`src/rtl/oa22_stim_gen.sv`:
```
// Stimulus/response stage around an OA22X1 cell: drives IN1..IN4 from a registered vector
// and counts high samples and toggles of the cell output over a run of LEN vectors.
module oa22_stim_gen #(
   parameter logic [7:0]  SEED  = 8'hA5,
   parameter int unsigned LEN_W = 16
) (
   input  logic             CLK,
   input  logic             RST,
   input  logic             START,
   input  logic             MODE,
   input  logic [LEN_W-1:0] LEN,
   input  logic             Q_FB,
   output logic             IN1,
   output logic             IN2,
   output logic             IN3,
   output logic             IN4,
   output logic             BUSY,
   output logic             DONE,
   output logic [LEN_W-1:0] ONES,
   output logic [LEN_W-1:0] TOGGLES
);

   typedef enum logic [1:0] {
      StIdle,
      StRun,
      StDone
   } state_e;

   // An all-zero LFSR would lock up, so a zero seed is replaced by 1.
   localparam logic [7:0]       SeedEff = (SEED == 8'h00) ? 8'h01 : SEED;
   localparam logic [LEN_W-1:0] One     = {{(LEN_W-1){1'b0}}, 1'b1};
   localparam logic [LEN_W-1:0] Zero    = '0;

   state_e           state_q, state_d;
   logic [3:0]       vec_q, vec_d;
   logic [7:0]       lfsr_q, lfsr_d;
   logic [7:0]       lfsr_adv;
   logic             mode_q, mode_d;
   logic [LEN_W-1:0] len_q, len_d;
   logic [LEN_W-1:0] cnt_q, cnt_d;
   logic [LEN_W-1:0] ones_q, ones_d;
   logic [LEN_W-1:0] toggles_q, toggles_d;
   logic             prev_q, prev_d;
   logic             prev_valid_q, prev_valid_d;
   logic             busy_q, busy_d;
   logic             done_q, done_d;

   // Fibonacci LFSR, x^8+x^6+x^5+x^4+1, shifting left with feedback into bit 0.
   assign lfsr_adv = {lfsr_q[6:0], lfsr_q[7] ^ lfsr_q[5] ^ lfsr_q[4] ^ lfsr_q[3]};

   always_comb begin
      state_d      = state_q;
      vec_d        = vec_q;
      lfsr_d       = lfsr_q;
      mode_d       = mode_q;
      len_d        = len_q;
      cnt_d        = cnt_q;
      ones_d       = ones_q;
      toggles_d    = toggles_q;
      prev_d       = prev_q;
      prev_valid_d = prev_valid_q;
      busy_d       = 1'b0;
      done_d       = 1'b0;

      unique case (state_q)
         StIdle: begin
            vec_d = 4'd0;
            if (START) begin
               mode_d       = MODE;
               len_d        = LEN;
               ones_d       = Zero;
               toggles_d    = Zero;
               prev_valid_d = 1'b0;
               cnt_d        = Zero;
               lfsr_d       = SeedEff;
               if (LEN == Zero) begin
                  state_d = StDone;
                  done_d  = 1'b1;
               end else begin
                  state_d = StRun;
                  busy_d  = 1'b1;
                  vec_d   = MODE ? SeedEff[3:0] : 4'd0;
               end
            end
         end

         StRun: begin
            busy_d = 1'b1;
            if (Q_FB) begin
               ones_d = ones_q + One;
            end
            if (prev_valid_q && (prev_q != Q_FB)) begin
               toggles_d = toggles_q + One;
            end
            prev_d       = Q_FB;
            prev_valid_d = 1'b1;
            cnt_d        = cnt_q + One;
            if (mode_q) begin
               lfsr_d = lfsr_adv;
               vec_d  = lfsr_adv[3:0];
            end else begin
               vec_d = vec_q + 4'd1;
            end
            if (cnt_d == len_q) begin
               state_d = StDone;
               busy_d  = 1'b0;
               done_d  = 1'b1;
               vec_d   = 4'd0;
            end
         end

         StDone: begin
            state_d = StIdle;
            vec_d   = 4'd0;
         end

         default: begin
            state_d = StIdle;
            vec_d   = 4'd0;
         end
      endcase
   end

   always_ff @(posedge CLK or posedge RST) begin
      if (RST) begin
         state_q      <= StIdle;
         vec_q        <= 4'd0;
         lfsr_q       <= SeedEff;
         mode_q       <= 1'b0;
         len_q        <= Zero;
         cnt_q        <= Zero;
         ones_q       <= Zero;
         toggles_q    <= Zero;
         prev_q       <= 1'b0;
         prev_valid_q <= 1'b0;
         busy_q       <= 1'b0;
         done_q       <= 1'b0;
      end else begin
         state_q      <= state_d;
         vec_q        <= vec_d;
         lfsr_q       <= lfsr_d;
         mode_q       <= mode_d;
         len_q        <= len_d;
         cnt_q        <= cnt_d;
         ones_q       <= ones_d;
         toggles_q    <= toggles_d;
         prev_q       <= prev_d;
         prev_valid_q <= prev_valid_d;
         busy_q       <= busy_d;
         done_q       <= done_d;
      end
   end

   assign IN1     = vec_q[0];
   assign IN2     = vec_q[1];
   assign IN3     = vec_q[2];
   assign IN4     = vec_q[3];
   assign BUSY    = busy_q;
   assign DONE    = done_q;
   assign ONES    = ones_q;
   assign TOGGLES = toggles_q;

endmodule

```
`config.mk`:
```
export PLATFORM = sky130hd
export DESIGN_NAME = oa22_stim_gen
export DESIGN_NICKNAME = d
export VERILOG_FILES = /design/src/rtl/oa22_stim_gen.sv
export SDC_FILE = /design/constraint.sdc
export NUM_CORES = 1
export LEC_CHECK = 0
export CAP_MARGIN = 20
export CORE_MARGIN = 5
export CORE_UTILIZATION = 55
export DETAILED_ROUTE_END_ITERATION = 16
export PLACE_DENSITY = 0.77
export SYNTH_ARGS = -nofsm -noshare
export SYNTH_HDL_FRONTEND = slang
export SYNTH_SLANG_ARGS = --single-unit
```
`constraint.sdc`:
```
create_clock -name CLK -period 3.45 [get_ports CLK]
set_clock_uncertainty 0.05 [all_clocks]
set_input_delay 0.345 -clock CLK [delete_from_list [all_inputs] [get_ports CLK]]
set_output_delay 0.345 -clock CLK [all_outputs]
set_load 0.02 [all_outputs]
```
* Word-level counts from Yosys, hierarchy flattened *
Cells that the tools add are included.

word-level totals
  flip-flop bits (word level) = 83
  bits of input ports = 21
  logic and storage cells = 66

operators by class
  add/subtract/negate cells = 4
  eq/ne operators = 8
  mux-type cells = 29
  bitwise logic cells = 3
  reduce and logical (&&, ||, !) cells = 10

operator list
  operator                 count
  $pmux W16 S2             3
  $add A16 B1 Y16 const B  3
  $mux W16                 3
  $eq A16 B16 Y1           1
  $logic_not A16 Y1        1
  $mux W8                  2
  $pmux W8 S2              1
  $ne A2 B2 Y1 const B     5
  $mux W3                  3
  $reduce_and A3 Y1        3
  $mux W4                  2
  $pmux W4 S2              1
  $mux W1                  7
  $mux W2                  3
  $pmux W1 S2              3
  $reduce_and A2 Y1        3
  $add A4 B1 Y4 const B    1
  $pmux W2 S2              1
  $xor A1 B1 Y1            3
  $eq A2 B1 Y1 const B     1
  $logic_not A2 Y1         1
  $reduce_bool A2 Y1       1
  $logic_and A1 B1 Y1      1
  $ne A1 B1 Y1             1

* Logic depth before layout (Yosys ltp) *
  depth in word-level cells = 6
  gate-level depth with buffers = 8
  depth with buffers taken out = 7

* Least setup slack after synthesis *
No wires, ideal clock.

  kind = flip-flop to flip-flop
  start point = reg cnt_q[0]
  end point = reg vec_q[0]
  library setup time = 0.135 ns
  arrival time = 2.327 ns
  required time = 3.265 ns
  slack = 0.938 ns
  stages on the path, launching flop included = 8
  path buffers = 0
  period minus slack after synthesis = 2.512 ns
  cells stage by stage = dfrtp_1 -> ha_1 -> and3_1 -> nand4_1 -> xnor2_1 -> or4_1 -> o41ai_4 -> o21ai_1

between the ends
  cells in the longest elaborated chain, start to end = 4

ends and longest elaborated chain
  element                 line  RTL
  start, declared         40    logic [LEN_W-1:0] cnt_q, cnt_d;
  start signal, assigned  131   cnt_q <= Zero;
  start signal, assigned  144   cnt_q <= cnt_d;
  $add A16 B1 Y16         97    cnt_d = cnt_q + One;
  $eq A16 B16 Y1          104   if (cnt_d == len_q) begin
  $mux W4                 104
  $pmux W4 S2             65    unique case (state_q)
  named net vec_d[0]      35    logic [3:0] vec_q, vec_d;
  end signal, assigned    140   vec_q <= vec_d;
  end, declared           35

The timed path passes the listed nets, and every way through them passes these cells.
A chain may end at the register's enable or synchronous reset.

* Worst setup path in the final report *
  start point = reg cnt_q[0]
  end point = reg vec_q[2]

Same word-level chain as after synthesis.

==> summary.txt <==
Run status
  – Outcome: finished, final reports clean

Power
  – Power Total: 4.13 mW
  – Sequential power share: around two fifths
  – Clock power share: around 20%
  – Lkg Pwr: 2.25 nW
  – P per Cell Area: ~780 nW/µm²
  – Combinational cell fraction of total power: 39.8%
  – Sw power: around 1.6 mW
  – Worst vdd ir: between 0.6 and 0.7 mV
  – Sw Share: between 30% and 40%
  – Pint: roughly 2.5 mW

Job
  – Max Cap Violations: 0

Timing
  – Post-layout min period: around 2.8 ns
  – Final Hold Fails: 0
  – RSZ-0062 raised after global routing: false
  – Setup TNS: 0 ns
  – Slew HR: roughly 48%
  – Count of pins over their slew limit: 0
  – Tcrit/Tclk final: roughly 81%
  – Final count of negative-setup-slack endpoints: 0
  – Worst Tran Pin Value: 0.780 ns
  – Fmax achieved: between 300 and 400 MHz

Min path
  – Min-delay worst type: in2async

Finish
  – Design area: 5270 µm²
  – Ant diodes: 0
  – Sequential cell area: approximately 2100 µm²
  – Finished Layout Cells: between 600 and 700
  – Layout Utilization: between 60% and 70%
  – Share of layout cells above drive strength 1: a little over 10%
  – # fillers: about 600
  – Multi-input gate area: around 2100 µm²
  – Fin nets: 535
  – Synthesis-to-finish area growth: 20.7%

Floorplanning
  – Initial core utilization: approximately 57%
  – Core Box Area: 7730 µm²
  – DIE HEIGHT: roughly 100 µm
  – Die ar.: around 9800 µm²
  – Num rows: 32
  – I/O pin total: a little under 60
  – Die Span X: roughly 99 µm

Clocking
  – CTS Buffer Depth: 2
  – Clk sinks: 83
  – Root buf cell: clkbuf_8
  – Hold_buf cts: 0
  – Buffer count from post-CTS setup fixing: 0
  – Inserted Clock Buffers: 9
  – Post-CTS resize count: 0
  – Clock tree from TritonCTS: yes
  – H-Tree Depth: 3
  – Clock Latency Late Sink: 0.35 ns
  – Clock slew at reported path FFs: ~0.080 ns

GRT
  – Antenna violations before repair: 0
  – Grt ovf: 0
  – Largest net degree at the start of global routing: 34
  – Gr usage total: ~20%
  – Vias in the first global route: ~3.4k
  – Global-route wire length before repair: between 15 and 20 mm

Synth
  – Share of the synthesized area in the top cell type: between 40% and 50%
  – Most common cell in the synthesized netlist: dfrtp_1
  – Unique masters post-synth: 53
  – Synth warnings: 0
  – Number of synthesized flops with an enable pin: 0
  – Sequential-to-total area share from yosys stat: 47.6%
  – Post-synth top area cell: dfrtp_1
  – Average size of a mapped cell: approximately 9.5 µm²
  – Synth async-reset ratio: 100%
  – Synth cell count leaders: 79 x dfrtp_1, 48 x nand2_1, 44 x nor2_1, 37 x o21ai_0, 25 x xor2_1
  – Mapped cell area: 4370 µm²
  – Synth Net Count: 483
  – Cell count after synthesis: approximately 460
  – Largest cells by area after synthesis: dfrtp_1 45%, xor2_1 5.0%, xnor2_1 4.8%
  – Synth Flop Type: dfrtp_1
  – Post-synthesis register bit count: 83

Critical path
  – WP data required: roughly 3.6 ns
  – Worst Setup End Kind: flop
  – Worst Path Arrival: between 2 and 3 ns
  – Crit Path Category: reg2reg
  – Worst setup SP type: flop
  – Crit-path max FO: 7
  – R2R setup slack: roughly 0.64 ns

Routing
  – DRT Pass-1 Iters: 4
  – Detail Route Antenna Nets: 0
  – WL per Instance: 15.4 µm
  – DRC viols: 0
  – Via/cell ratio: about 5.7
  – Final wirelength: approximately 9.5 mm
  – Routed via count: roughly 3.5k
  – Initial DRC count: roughly 230

Placement
  – GPL Wtd Cong: ~0.87
  – Post-DP HPWL: 6.81 mm
  – Dpl cells: 601
  – I/O Buffers: 58
  – Post-DP Area: a little over 5000 µm²
-- final cells by class --
| cell class | count | share of cell area [%] |
|---|---|---|
| tap | 102 | 2.42 |
| clock buffer | 10 | 2.42 |
| clock inverter | 6 | 2.16 |
| inverter | 15 | 1.09 |
| sequential | 83 | 39.5 |
| multi-input combinational | 336 | 40.4 |
| timing repair buffer | 65 | 12.0 |
-- cells in the final DEF, fill, tap and decap left out, drive strengths merged, types with 5 or more instances in the layout --
cell	count
a31oi	9
buf	7
xnor2	24
nor2	44
dfrtp	79
and3	11
and4	5
mux2	15
nand4	11
nand3	18
clkdlybuf4s50	58
or3	6
nor3	6
nand2	48
xor2	25
nor4	5
o21ai	39
a21oi	14
o22ai	7
nand2b	5
inv	14
clkbuf	10
-- path summary, 6_finish.rpt --
| path | start | endpoint | cells past startpoint |
|---|---|---|---|
| min in group CLK | prev_q | prev_q | 2 |
| setup / recovery | cnt_q[0] | vec_q[2] | 7 |
| setup reg to reg | cnt_q[0] | vec_q[2] | 7 |
| hold reg to reg | prev_q | prev_q | 2 |
| max in group asynchronous | RST | lfsr_q[0] | 3 |
| hold / removal | RST | ONES[12] | 2 |
-- kinds of logic (layout without fill, tap and decap cells) --
group	count (synthesis)	count (layout)	synth area share [%]
AOI/OAI and AO/OA	87	87	12.3
xor gates and xnor gates	49	49	9.82
adders and majority gates	5	5	1.40
buffers and inverters	39	96	3.75
DFF	83	83	47.6
muxes	18	18	4.55
and+or+nand+nor	177	177	20.5
-- state kept, by name, indices dropped and copies added (netlist names) --
register,flops
len_q,16
BUSY,1
DONE,1
lfsr_q,8
ONES,16
cnt_q,16
prev_valid_q,1
prev_q,1
mode_q,1
vec_q,4
TOGGLES,16
state_q,2
-- power groups by stage --
stage / Combinational, mW / Clock, mW / Sequential [mW]
2_1_floorplan: 1.11 / 0 / 1.65
3_3_place_gp: 1.58 / 0 / 1.65
3_5_place_dp: 1.64 / 0 / 1.66
4_1_cts: 1.65 / 0.854 / 1.65
5_1_grt: 1.81 / 0.898 / 1.71
6_report: 1.65 / 0.834 / 1.65
-- per-stage QoR --
stage / hold WS [ns] / setup slack [ns]
finish: 0.262 / 0.644
global route: 0.306 / 0.433
CTS: 0.261 / 0.670
detailed placement: 0.449 / 0.693
global placement: 0.433 / 0.788
floorplan: 0.412 / 0.925
-- critical path: stages (launching register included) --
cell and delay, ns:
dfrtp_1 0.47, ha_1 0.28, and3_1 0.27, nand4_1 0.18, xnor2_1 0.17, or4_1 0.57
o41ai_4 0.52, o21ai_1 0.16
-- metal layers --
layer	wire length, µm	global-route usage [%]	vias up
li1	-	-	1715
met1	4320	26.9	1702
met2	4430	32.5	102
met3	602	5.05	15
met4	147	5.57	0
met5	0	0	-
Power figures use the tool's default switching activity.
==> patch: new RTL, config.mk and constraints unchanged <==
The parameter `LEN_W` goes from 16 to 32.
--- a/src/rtl/oa22_stim_gen.sv
+++ b/src/rtl/oa22_stim_gen.sv
@@ -2,7 +2,7 @@
 // and counts high samples and toggles of the cell output over a run of LEN vectors.
 module oa22_stim_gen #(
    parameter logic [7:0]  SEED  = 8'hA5,
-   parameter int unsigned LEN_W = 16
+   parameter int unsigned LEN_W = 32
 ) (
    input  logic             CLK,
    input  logic             RST,
Interface: changed (resized LEN, ONES and TOGGLES); port bits go from 59 to 107. The function was not compared with the original's and may differ.
==> patch against the original RTL <==
- routed wire length up 120%
- utilization up 0.50 points
- count of clock-buffer cells in the layout up 13
- worst hold slack better by 0.16 ns
- sequential cell count up 64
- setup slack worse by 0.20 ns
- area after synthesis up 85%
- final area up 89%
- synthesized cell count up 86%
- die area up 75%
- total power up 11%
- first-iteration DRC count up 90%
- critical path type unchanged
- largest cell class unchanged
==> patch: results <==
[pwr]
pwr-share-clk_pct = 40.6
ir_worst_vdd_mv = 0.285
swShare_pct = 26.6
power.density_nw_per_um2 = 462
seq_power_share_pct = 43.8

[finish]
n_all_buffers = 122
final-clk-cell-share_pct = 6.00
seq_share_pct = 37.0
inverters = 21
fin_area_sq_um = 9950
multi_input_gates = 638
fill_cells = 1130
drive_gt1_share_pct = 10.9
non_clock_buffer_area_share_pct = 12.3
multi_input_area_sq_um = 4130

[global_routing]
grt_use_met3_pct = 4.74
grtUsageMet1_pct = 31.9
grtUsageMet2_pct = 38.4
first_global_vias = 6532
grt_pass1_wl_mm = 33.9
grt_max_degree = 100

[setup_path]
critPathSlowestCell = dfrtp_1
worstPathArrival_ns = 3.25
worstPathMaxFanout = 9
critical_path.max_stage_delay_ns = 0.45

[detailed_routing]
routed-wl-met2_mm = 9.69
met1_length_mm = 8.88
first_pass_iters = 5
post_drt_wl_per_cell_microns = 17.9
viasPerCell = 5.95
route.met3.wl_mm = 1.34

[synth]
synthXorXnorAreaFrac_pct = 10.5
muxShareOfSynthArea_pct = 5.22
yosysSeqAreaShare_pct = 45.6
synth_compound_area_share_pct = 11.5
synth_adder_area_share_pct = 0.619
syn_nets = 891
ys_ff_latch = 147

[clocking]
cts_htree_levels = 4
cts_made_buffers = 17
cts_root_buf = clkbuf_16

[place]
gp_congestion = 0.971
place_ws_ns = 0.460
dp_hpwl_mm = 14.5

[sta]
worstMarginPinSlew_ns = 0.953

[run_status]
status = completed
patch: changes by cell type after synthesis, sizes merged, moves of 9 or more:
| cell | delta |
|---|---|
| nand4 | +17 |
| buf | +14 |
| xnor2 | +23 |
| mux2 | +18 |
| o31ai | +11 |
| o21ai | +23 |
| nor2 | +45 |
| a21oi | +13 |
| dfrtp | +64 |
| and4 | +9 |
| nand2 | +30 |
| xor2 | +25 |
| nor4 | +16 |
| nand3 | +18 |
patch: worst paths after layout:
check | from | end | slack (ns) | depth (start not counted)
setup / recovery | cnt_q[0] | vec_q[2] | 0.44 | 8
hold / removal | RST | ONES[10] | 0.43 | 2
setup reg to reg | cnt_q[0] | vec_q[2] | 0.44 | 8
hold reg to reg | cnt_q[31] | cnt_q[31] | 0.45 | 1
max in group asynchronous | RST | mode_q | 2.17 | 3
min in group CLK | cnt_q[31] | cnt_q[31] | 0.45 | 1
